==> src/rtl/seq_pattern_tx.sv <==
// rtl/seq_pattern_tx.sv - repeating serial bit-pattern transmitter with gap and abort
module seq_pattern_tx #(
    parameter int                 PAT_LEN = 5,
    parameter logic [PAT_LEN-1:0] PATTERN = 5'b10110,
    parameter int                 GAP     = 1,
    parameter int                 CNT_W   = 4
) (
    input  logic             clk,
    input  logic             reset,
    input  logic             start,
    input  logic [CNT_W-1:0] rep,
    input  logic             abort,
    output logic             dout,
    output logic             dout_valid,
    output logic             busy,
    output logic             done
);

    localparam int IDX_W = (PAT_LEN > 1) ? $clog2(PAT_LEN) : 1;
    localparam logic [IDX_W-1:0] LAST_IDX = IDX_W'(PAT_LEN - 1);
    // The gap counter counts down to zero, so it is loaded with GAP-1.
    localparam logic [3:0] GAP_LOAD = (GAP > 0) ? 4'(GAP - 1) : 4'd0;

    localparam logic [1:0] S_IDLE = 2'd0;
    localparam logic [1:0] S_SEND = 2'd1;
    localparam logic [1:0] S_GAP  = 2'd2;
    localparam logic [1:0] S_DONE = 2'd3;

    logic [1:0]         state;
    logic [IDX_W-1:0]   bit_idx;
    logic [3:0]         gap_cnt;
    logic [CNT_W-1:0]   remaining;
    // Holds the pattern still to be sent; its MSB is the bit on dout this cycle.
    logic [PAT_LEN-1:0] shreg;

    logic in_flight;
    assign in_flight = (state == S_SEND) || (state == S_GAP);

    // State, bit index, gap counter, repetition count and pattern shifter.
    always_ff @(posedge clk) begin
        if (reset) begin
            state     <= S_IDLE;
            bit_idx   <= '0;
            gap_cnt   <= '0;
            remaining <= '0;
            shreg     <= '0;
        end else if (abort && in_flight) begin
            state     <= S_IDLE;
            bit_idx   <= '0;
            gap_cnt   <= '0;
            remaining <= '0;
            shreg     <= '0;
        end else begin
            case (state)
                S_IDLE: begin
                    if (start) begin
                        if (rep != '0) begin
                            remaining <= rep;
                            bit_idx   <= '0;
                            shreg     <= PATTERN;
                            state     <= S_SEND;
                        end else begin
                            state     <= S_DONE;
                        end
                    end
                end
                S_SEND: begin
                    if (bit_idx == LAST_IDX) begin
                        remaining <= remaining - 1'b1;
                        bit_idx   <= '0;
                        // Reload now so a back-to-back repetition starts cleanly.
                        shreg     <= PATTERN;
                        if (remaining == CNT_W'(1)) begin
                            state <= S_DONE;
                        end else if (GAP > 0) begin
                            gap_cnt <= GAP_LOAD;
                            state   <= S_GAP;
                        end
                    end else begin
                        bit_idx <= bit_idx + 1'b1;
                        shreg   <= shreg << 1;
                    end
                end
                S_GAP: begin
                    if (gap_cnt == 4'd0) begin
                        state <= S_SEND;
                    end else begin
                        gap_cnt <= gap_cnt - 1'b1;
                    end
                end
                S_DONE: begin
                    state <= S_IDLE;
                end
                default: begin
                    state     <= S_IDLE;
                    bit_idx   <= '0;
                    gap_cnt   <= '0;
                    remaining <= '0;
                    shreg     <= '0;
                end
            endcase
        end
    end

    // Outputs decode only registered state, never the start/rep/abort inputs.
    assign dout_valid = (state == S_SEND);
    assign dout       = (state == S_SEND) & shreg[PAT_LEN-1];
    assign busy       = in_flight;
    assign done       = (state == S_DONE);

endmodule

==> config.mk <==
export PLATFORM = sky130hd
export DESIGN_NAME = seq_pattern_tx
export DESIGN_NICKNAME = d
export VERILOG_FILES = /design/src/rtl/seq_pattern_tx.sv
export SDC_FILE = /design/constraint.sdc
export NUM_CORES = 1
export LEC_CHECK = 0
export BUFFER_PORTS_ARGS = -buffer_cell sky130_fd_sc_hd__buf_2
export CAP_MARGIN = 15
export CORE_MARGIN = 2
export CORE_UTILIZATION = 55
export DETAILED_ROUTE_END_ITERATION = 8
export PLACE_DENSITY = 0.85
export SYNTH_ARGS = -nofsm -noshare
export SYNTH_HDL_FRONTEND = slang
export SYNTH_SLANG_ARGS = --single-unit
==> constraint.sdc <==
create_clock -name clk -period 2.41 [get_ports clk]
set_input_delay 0.1205 -clock clk [delete_from_list [all_inputs] [get_ports clk]]
set_output_delay 0.1205 -clock clk [all_outputs]
set_load 0.02 [all_outputs]
==> results.ini, run 1 <==
[yosys]
ys_types = 40
synth_cells = 120
netlist_area_sq_um = 1086
synth_warnings = 0
synth-seq-area-share_pct = 31.34
synth-edff-count = 0
syn_nets = 140
async_flop_share_pct = 0
ys.flop_type = dfxtp_1
avgSynthCellArea_sq_um = 9.050
synth_seq_cells = 17

[clock_tree]
clockRootBuffer = clkbuf_4
clkLatencyLatePin_ns = 0.29
holdBufCountCts = 0
numCtsBuffers = 3
tritoncts = built
clock-sinks = 17
cts-resized-gates = 0
cts.clk_slew.worst_paths_ns = 0.10
post_cts_buffers = 0
cts_htree_levels = 1
clk_path_buf_depth = 2

[grt]
antenna_found_initial = 0
grt_pass1_wl_um = 3588
grt_use_total_pct = 18.92
grt.overflow.total = 0
grt_pass1_vias = 838
grt_max_degree = 15

[detailed_routing]
first_iter_violations = 23
dr.pass1.iters = 4
drt-total-wl_um = 2079
via_count = 893
ant_nets = 0
vias_per_cell = 5.581
route.detailed.drc = 0
wl_per_cell_um = 12.99

[timing]
tightest_slew_ns = 0.6074
final-setup-viol-count = 0
setup_tns_ns = 0
slew_headroom_pct = 59.50
holdWs_ns = 0.2208
finalHoldViolations = 0
setup_slack_ns = 0.4570
fin_crit_ns = 1.953
drv_slew = 0
max_freq_ghz = 0.5120
skew_ns = 0.0006656
rsz0062_at_grt = false
timing.final.crit_share_pct = 81.04

[worst_setup_path]
critPathSlowestCell = or3b_1
required_ns = 2.61
ff2ff_setup_slack_ns = 0.46
critPathLaunchType = flip-flop
max_stage_delay_ns = 0.41
worst-path-buf-inv = 1
critPathKind = reg -> reg
cp_max_fo = 6
cp_cell_sequence = inv_1, ha_1, a21boi_1, nand3b_4, or3b_1, o32ai_1
end_kind = flip-flop
cp.arrival_ns = 2.15
path_delay_family = simple AND/OR/NAND/NOR gates

[die]
die_area_sq_um = 2346
coreArea_sq_um = 1902
initial_core_util_pct = 57.11
num_rows = 16
dieWidth_um = 48.44
boundaryPins = 12
die_h_um = 48.44

[power]
p_clk_share_pct = 11.5
leakage_nw = 0.4984
combPwrFrac_pct = 56.8
seqPwrFrac_pct = 31.6
p_switching_mw = 0.6047
ir_drop_mv = 0.7271
p_sw_share_pct = 45.18
p_per_area_nw_per_um2 = 1124
p_int_mw = 0.7337

[place]
dpl_cell_area_sq_um = 1164
dpl.hpwl_um = 1620
io_buffers = 11
gp_congestion = 0.7396
place_ws_ns = 0.4792

[finish]
postLayoutCellArea_sq_um = 1191
final_common_cell = dfxtp_1
syn_to_final_growth_pct = 9.677
num_antenna_cells = 0
nets = 154
final_core_util_pct = 62.63
final_cell_mix = dfxtp_1 (17), nor2_1 (13), inv_1 (12), nand2_1 (12), ha_1 (12)
drive_above_1_share_pct = 16.54
n_fill_cell = 168

[status]
status = finished clean

[worst_hold_path]
hold_class = in -> reg

[flow_run]
maxCapViolCount = 0

==> routing by layer <==
layer	GRT usage, %	wire length (um)
met1	23.35	942
met2	33.56	1025
met3	1.852	78
met4	8.095	34
met5	0	0
==> Yosys cell counts, types with 2 or more instances <==
| master | count | area share, % |
|---|---|---|
| or3_1 | 2 | 1.2 |
| o22ai_1 | 2 | 1.2 |
| o21ai_0 | 4 | 1.8 |
| dfxtp_1 | 17 | 31 |
| a311oi_1 | 2 | 1.6 |
| a21oi_1 | 7 | 3.2 |
| nand2_1 | 12 | 4.1 |
| a211oi_1 | 5 | 3.5 |
| nor2_1 | 13 | 4.5 |
| ha_1 | 12 | 14 |
| inv_1 | 12 | 4.1 |
| mux2i_1 | 4 | 3.7 |
==> power by group through the flow <==
stage | clock (mW) | sequential (mW) | combinational (mW)
2_1_floorplan | 0 | 0.415 | 0.630
3_5_place_dp | 0 | 0.431 | 0.756
4_1_cts | 0.157 | 0.424 | 0.763
5_1_grt | 0.169 | 0.436 | 0.853
6_report | 0.154 | 0.423 | 0.761
3_3_place_gp | 0 | 0.426 | 0.740
==> kinds of logic after synthesis <==
family	after synthesis	share of synthesized area (%)
flops	17	31.34
fa+ha+maj	12	13.82
buf+inv	14	5.184
compound gates	31	22.58
xor+xnor	1	0.8066
simple gates	40	21.54
mux	5	4.724
==> stage by stage <==
stage,std cells,total power [mW]
floorplan,120,1.045
global route,160,1.457
global placement,156,1.166
detailed placement,156,1.187
finish,160,1.338
CTS,160,1.344
==> worst min-delay path, delay by kind of cell <==
kind	cells	cell delay, ns
AO/OA/AOI/OAI	2	0.22
buffers and inverters	1	0.12
==> state kept, by name, indices dropped and copies added (netlist names) <==
name and flops:
bit_idx 3, gap_cnt 4, remaining 4, shreg 4, state 2
==> worst paths after layout <==
kind | from | depth (start not counted) | endpoint
setup / recovery | state[1]$_SDFFE_PP0P_ | 6 | gap_cnt[1]$_SDFFE_PP0P_
hold / removal | rep[0] | 3 | remaining[0]$_SDFFE_PP0P_
setup reg to reg | state[1]$_SDFFE_PP0P_ | 6 | gap_cnt[1]$_SDFFE_PP0P_
hold reg to reg | shreg[1]$_SDFFE_PP0P_ | 2 | shreg[1]$_SDFFE_PP0P_
==> cell type report <==
class / instances / area (sq um) / area share, %
clock inverters: 1 / 5.005 / 0.4202
clock buffers: 3 / 22.52 / 1.891
flip-flops and latches: 17 / 340.3 / 28.57
well taps: 27 / 33.78 / 2.836
multi-input cells: 89 / 689.4 / 57.88
inverters: 12 / 45.04 / 3.782
repair buffers: 11 / 55.05 / 4.622
No activity file was read; power rests on OpenSTA's default activity.
==> inputs of run 2 (changes only) <==
==> constraint.sdc (replaced) <==
create_clock -name clk -period 1.8 [get_ports clk]
set_input_delay 0.09 -clock clk [delete_from_list [all_inputs] [get_ports clk]]
set_output_delay 0.09 -clock clk [all_outputs]
set_load 0.02 [all_outputs]
==> run 2 against run 1 <==
Effect of this change:
- via count increased by 8.4%
- largest power group unchanged
- routed wire length increased by 15%
- sequential cell count unchanged
- largest cell class unchanged
- critical endpoint unchanged
==> results.ini, run 2 (synthesis results as in run 1) <==
[detailed_routing]
first_iter_violations = 21  ; -8.7%
drt-total-wl_um = 2397  ; +15%
vias_per_cell = 5.661  ; +1.4%
ant_nets = 0  ; unchanged
wl_per_cell_um = 14.02  ; +7.9%
via_count = 968  ; +8.4%
route.detailed.drc = 0  ; unchanged
dr.pass1.iters = 4  ; unchanged

[die]
num_rows = 16  ; unchanged
boundaryPins = 12  ; unchanged
dieWidth_um = 48.44  ; unchanged
die_h_um = 48.44  ; unchanged
initial_core_util_pct = 57.11  ; unchanged
coreArea_sq_um = 1902  ; unchanged
die_area_sq_um = 2346  ; unchanged

[finish]
layout.cells.non_filler = 171  ; +6.9%
syn_to_final_growth_pct = 21.08
final_cell_mix = dfxtp_1 (14), nor2_1 (13), nand2_1 (12)
final_common_cell = dfxtp_1
seqCellArea_sq_um = 344.1  ; +1.1%
num_antenna_cells = 0  ; unchanged
nets = 165  ; +7.1%
n_fill_cell = 153  ; -8.9%
final_core_util_pct = 69.14  ; +6.5 points
postLayoutCellArea_sq_um = 1315  ; +10%
reg_top3 = gap_cnt x4, remaining x4, shreg x4
drive_above_1_share_pct = 33.33  ; +17 points
multi_input_area_sq_um = 726.9  ; +5.4%

[power]
ir_drop_mv = 1.080  ; +49%
power_mw = 2.034  ; +52%
leakage_nw = 0.5518  ; +11%
p_per_area_nw_per_um2 = 1547  ; +38%

[timing]
final-setup-viol-count = 0  ; unchanged
slew_headroom_pct = 70.37  ; +11 points
rsz0062_at_grt = false
fin_crit_ns = 1.704  ; -0.2487 ns
tightest_slew_ns = 0.4436  ; -0.1639 ns
max_freq_ghz = 0.5867  ; +15%
setup_tns_ns = 0  ; unchanged
finalHoldViolations = 0  ; unchanged
skew_ns = 0.004771  ; +0.004105 ns
timing.final.crit_share_pct = 94.68  ; +14 points
drv_slew = 0  ; unchanged

[grt]
grt_use_total_pct = 21.97  ; +3.0 points
grt_pass1_wl_um = 4153  ; +16%
grt_max_degree = 11  ; -4
grt_pass1_vias = 983  ; +17%
grt.overflow.total = 0  ; unchanged
antenna_found_initial = 0  ; unchanged

[place]
io_buffers = 11  ; unchanged
dpl_cell_area_sq_um = 1226  ; +5.4%
gp_congestion = 0.8067  ; +9.1%
dpl.hpwl_um = 1838  ; +13%
dp_cells = 164  ; +5.1%

[clock_tree]
cts_htree_levels = 1  ; unchanged
numCtsBuffers = 3  ; unchanged
cts.clk_slew.worst_paths_ns = 0.10  ; about the same
tritoncts = built
clock-sinks = 17  ; unchanged
clkLatencyLatePin_ns = 0.29  ; about the same
clk_path_buf_depth = 2  ; unchanged
clockRootBuffer = clkbuf_4

[worst_hold_path]
hold_class = in -> reg
hold_depth = 3  ; unchanged

[worst_setup_path]
end_kind = flip-flop
max_stage_delay_ns = 0.40  ; about the same
path_delay_family = simple AND/OR/NAND/NOR gates
r2r_cells = 6  ; unchanged
required_ns = 2.00  ; -0.61 ns
cp_cell_sequence = inv_2, ha_2, a21boi_2, nand3b_4, or3b_4, o32ai_1
cp.arrival_ns = 1.90  ; -0.25 ns
worst-path-buf-inv = 1  ; unchanged
critPathKind = reg -> reg
critPathLaunchType = flip-flop
cp_max_fo = 5  ; -1
worst-path-stages = 6  ; unchanged
critPathSlowestCell = or3b_4

[status]
status = finished clean

[flow_run]
maxCapViolCount = 0  ; unchanged

-- run 2: cell types whose count changed in the layout (fill, tap and decap cells not counted), sizes merged --
cell	before	now
buf	11	22
-- run 2: path summary, 6_finish.rpt --
check | from | to | slack, ns
hold / removal | reset | gap_cnt[3]$_SDFFE_PP0P_ | 0.16
setup reg to reg | state[1]$_SDFFE_PP0P_ | gap_cnt[1]$_SDFFE_PP0P_ | 0.1
hold reg to reg | remaining[3]$_SDFFE_PP0P_ | remaining[3]$_SDFFE_PP0P_ | 0.51
setup / recovery | state[1]$_SDFFE_PP0P_ | gap_cnt[1]$_SDFFE_PP0P_ | 0.1
-- run 2: final cells by class --
class,count,share of cell area (%)
flip-flops and latches,17,26.17
inverters,12,3.425
multi-input cells,89,55.28
well taps,27,2.569
repair buffers,22,10.47
clock inverters,1,0.3806
clock buffers,3,1.713
-- run 2: repair_timing --
item,in CTS,in global routing
pin swaps,0,5
hold buffers,0,0
setup buffers,0,3
resized for setup,1,16
gates cloned,0,0
setup endpoints to repair,2,16
-- run 2: power by group --
group	switching (mW)	internal, mW	leakage [nW]
logic	0.701	0.561	0.394
registers	0.0807	0.489	0.140
clock network	0.121	0.0825	0.0177
-- run 2: metal layers --
layer | wire length [um] | vias to the layer above | part of all wire (%) | GRT usage, %
li1 | - | 481 | - | -
met1 | 1001 | 465 | 42 | 24.76
met2 | 1320 | 20 | 55 | 42.82
met3 | 66 | 2 | 2.8 | 2.778
met4 | 9 | 0 | 0.38 | 6.190
met5 | 0 | - | 0 | 0
-- run 2: tightest hold or removal path, stage by stage --
cell and delay (ns):
buf_2 0.09, a21o_2 0.17, a21oi_1 0.06
-- run 2: stage by stage --
stage	setup slack (ns)	hold slack, ns
finish	0.09567	0.1577
global route	0.009716	0.1759
global placement	0.06610	0.4795
CTS	0.002412	0.1752
detailed placement	-0.06946	0.4905
floorplan	0.07137	0.3283
==> inputs of run 3 (changes only) <==
--- a/config.mk
+++ b/config.mk
@@ -6,11 +6,11 @@
 export NUM_CORES = 1
 export LEC_CHECK = 0
 export BUFFER_PORTS_ARGS = -buffer_cell sky130_fd_sc_hd__buf_2
-export CAP_MARGIN = 15
-export CORE_MARGIN = 2
+export CAP_MARGIN = 0
 export CORE_UTILIZATION = 55
 export DETAILED_ROUTE_END_ITERATION = 8
 export PLACE_DENSITY = 0.85
+export SLEW_MARGIN = 20
 export SYNTH_ARGS = -nofsm -noshare
 export SYNTH_HDL_FRONTEND = slang
 export SYNTH_SLANG_ARGS = --single-unit
==> run 3 against run 2 <==
Effect of this change:
- via count shrank 1.5%
- fmax shrank 2.1%
- clock skew increased by 0.00052 ns
- sequential cell count stayed put
- worst hold slack better by 0.0095 ns
- utilization grew 5.0 points
- register-to-register slack got worse by 0.04 ns
- die area shrank 8.1%
- critical path type unchanged
- largest cell class unchanged
- highest routed layer unchanged
==> results.ini, run 3 (synthesis results as in run 1) <==
[finish]
final_cell_mix = dfxtp_1 (17), nor2_1 (13), nand2_1 (12)
drive_above_1_share_pct = 28.67  ; -4.7 points
postLayoutCellArea_sq_um = 1321  ; +0.48%
n_fill_cell = 128  ; -16%
nets = 164  ; -0.61%
final_common_cell = dfxtp_1
reg_top3 = gap_cnt x4, remaining x4, shreg x4
syn_to_final_growth_pct = 21.66
num_antenna_cells = 0  ; unchanged

[worst_setup_path]
ff2ff_setup_slack_ns = 0.06  ; -0.04 ns
regToRegStartpoint = state[1]$_SDFFE_PP0P_
crit_start = state[1]$_SDFFE_PP0P_
critPathLaunchType = flip-flop
cp_max_fo = 8  ; +3
required_ns = 2.01  ; about the same
cp.arrival_ns = 1.96  ; +0.06 ns
end_kind = flip-flop
critPathKind = reg -> reg

[grt]
grt_pass1_wl_um = 3705  ; -11%
grt_use_total_pct = 24.66  ; +2.7 points
grt_max_degree = 11  ; unchanged
antenna_found_initial = 0  ; unchanged
grt.overflow.total = 0  ; unchanged
grt_pass1_vias = 869  ; -12%

[power]
p_switching_mw = 0.9299  ; +3.1%
ir_drop_mv = 0.9842  ; -8.9%
p_per_area_nw_per_um2 = 1607  ; +3.9%
power_mw = 2.123  ; +4.4%
combPwrFrac_pct = 63.2  ; +1.2 points
p_clk_share_pct = 10.2  ; +0.2 points
seqPwrFrac_pct = 26.6  ; -1.4 points
leakage_nw = 0.5552  ; +0.62%
p_sw_share_pct = 43.80  ; -0.54 points
p_int_mw = 1.193  ; +5.4%

[clock_tree]
clock-sinks = 17  ; unchanged
holdBufCountCts = 0  ; unchanged
cts_htree_levels = 1  ; unchanged
numCtsBuffers = 3  ; unchanged
clockRootBuffer = clkbuf_4
clkLatencyLatePin_ns = 0.30  ; about the same
cts.clk_slew.worst_paths_ns = 0.11  ; about the same
clk_path_buf_depth = 2  ; unchanged
tritoncts = built

[detailed_routing]
drt-total-wl_um = 2476  ; +3.3%
first_iter_violations = 17  ; -19%
ant_nets = 0  ; unchanged
vias_per_cell = 5.673  ; +0.21%
route.detailed.drc = 0  ; unchanged
via_count = 953  ; -1.5%
wl_per_cell_um = 14.74  ; +5.1%
dr.pass1.iters = 4  ; unchanged

[place]
dpl.hpwl_um = 1774  ; -3.5%
io_buffers = 11  ; unchanged
place_ws_ns = -0.04188  ; +0.02758 ns
gp_congestion = 0.9035  ; +12%
dpl_cell_area_sq_um = 1224  ; -0.20%

[timing]
max_freq_ghz = 0.5742  ; -2.1%
final-setup-viol-count = 0  ; unchanged
drv_slew = 0  ; unchanged
finalHoldViolations = 0  ; unchanged
rsz0062_at_grt = true
tightest_slew_ns = 0.4883  ; +0.04475 ns
timing.final.crit_share_pct = 96.75  ; +2.1 points
skew_ns = 0.005293  ; +0.0005221 ns
setup_slack_ns = 0.05845  ; -0.03723 ns
slew_headroom_pct = 67.38  ; -3.0 points
fin_crit_ns = 1.742  ; +0.03723 ns

[flow_run]
maxCapViolCount = 0  ; unchanged

[die]
die_h_um = 46.44  ; -4.1%
coreArea_sq_um = 1783  ; -6.2%
boundaryPins = 12  ; unchanged
num_rows = 15  ; -1
dieWidth_um = 46.44  ; -4.1%
initial_core_util_pct = 60.91  ; +3.8 points
die_area_sq_um = 2156  ; -8.1%

[worst_hold_path]
min-delay-start = rep[0]
hold_class = in -> reg

[status]
status = finished clean

-- run 3: power by group through the flow --
stage	registers, mW	clock network, mW	logic, mW
global route	0.577	0.225	1.47
detailed placement	0.570	0	1.14
floorplan	0.556	0	0.848
finish	0.566	0.216	1.34
global placement	0.564	0	1.10
CTS	0.561	0.212	1.19
-- run 3: what timing repair did --
item                                    CTS  global route
pin swaps                                 1             2
endpoints found under the setup margin    2             4
gates cloned                              0             0
endpoints found under the hold margin     0             0
setup buffers                             1             1
resized for setup                         2             9
-- run 3: stage by stage --
| step | hold WS [ns] | TNS [ns] | std cells | utilization, % |
|---|---|---|---|---|
| floorplan | 0.3283 | 0 | 120 | - |
| global placement | 0.4765 | 0 | 162 | 68.63 |
| detailed placement | 0.4926 | -0.07494 | 162 | 68.63 |
| CTS | 0.1802 | 0 | 167 | 70.95 |
| global route | 0.1888 | -0.06072 | 168 | 74.11 |
| finish | 0.1672 | 0 | 168 | 74.11 |
-- run 3: layer usage --
layer | up-vias | part of all wire (%) | GRT usage, %
met5 | - | 0 | 0
met4 | 0 | 2.3 | 12.35
met3 | 6 | 3.4 | 3.529
met2 | 25 | 50 | 41.39
met1 | 444 | 45 | 30.22
li1 | 478 | - | -
-- run 3: layout make-up --
class                      count  area (sq um)  area share [%]
clock buffer                   3         22.52           1.705
clock inverter                 1         5.005          0.3788
inverter                      12         45.04           3.409
multi-input combinational     89         747.0           56.53
sequential                    17         340.3           25.76
tap                           25         31.28           2.367
timing repair buffer          21         130.1           9.848
-- run 3: path summary, 6_finish.rpt --
path                                    end  cells after the start
setup / recovery      shreg[1]$_SDFFE_PP0P_                      8
hold / removal    remaining[0]$_SDFFE_PP0P_                      3
setup reg to reg      shreg[1]$_SDFFE_PP0P_                      8
hold reg to reg       shreg[2]$_SDFFE_PP0P_                      2
-- run 3: worst max-delay path, cell delays in order (launching register included) --
cell and delay [ns]:
dfxtp_1 0.32, inv_1 0.15, ha_2 0.24, buf_4 0.15, inv_1 0.05, o22ai_2 0.23
buf_4 0.20, nor2_1 0.05, a311oi_1 0.25
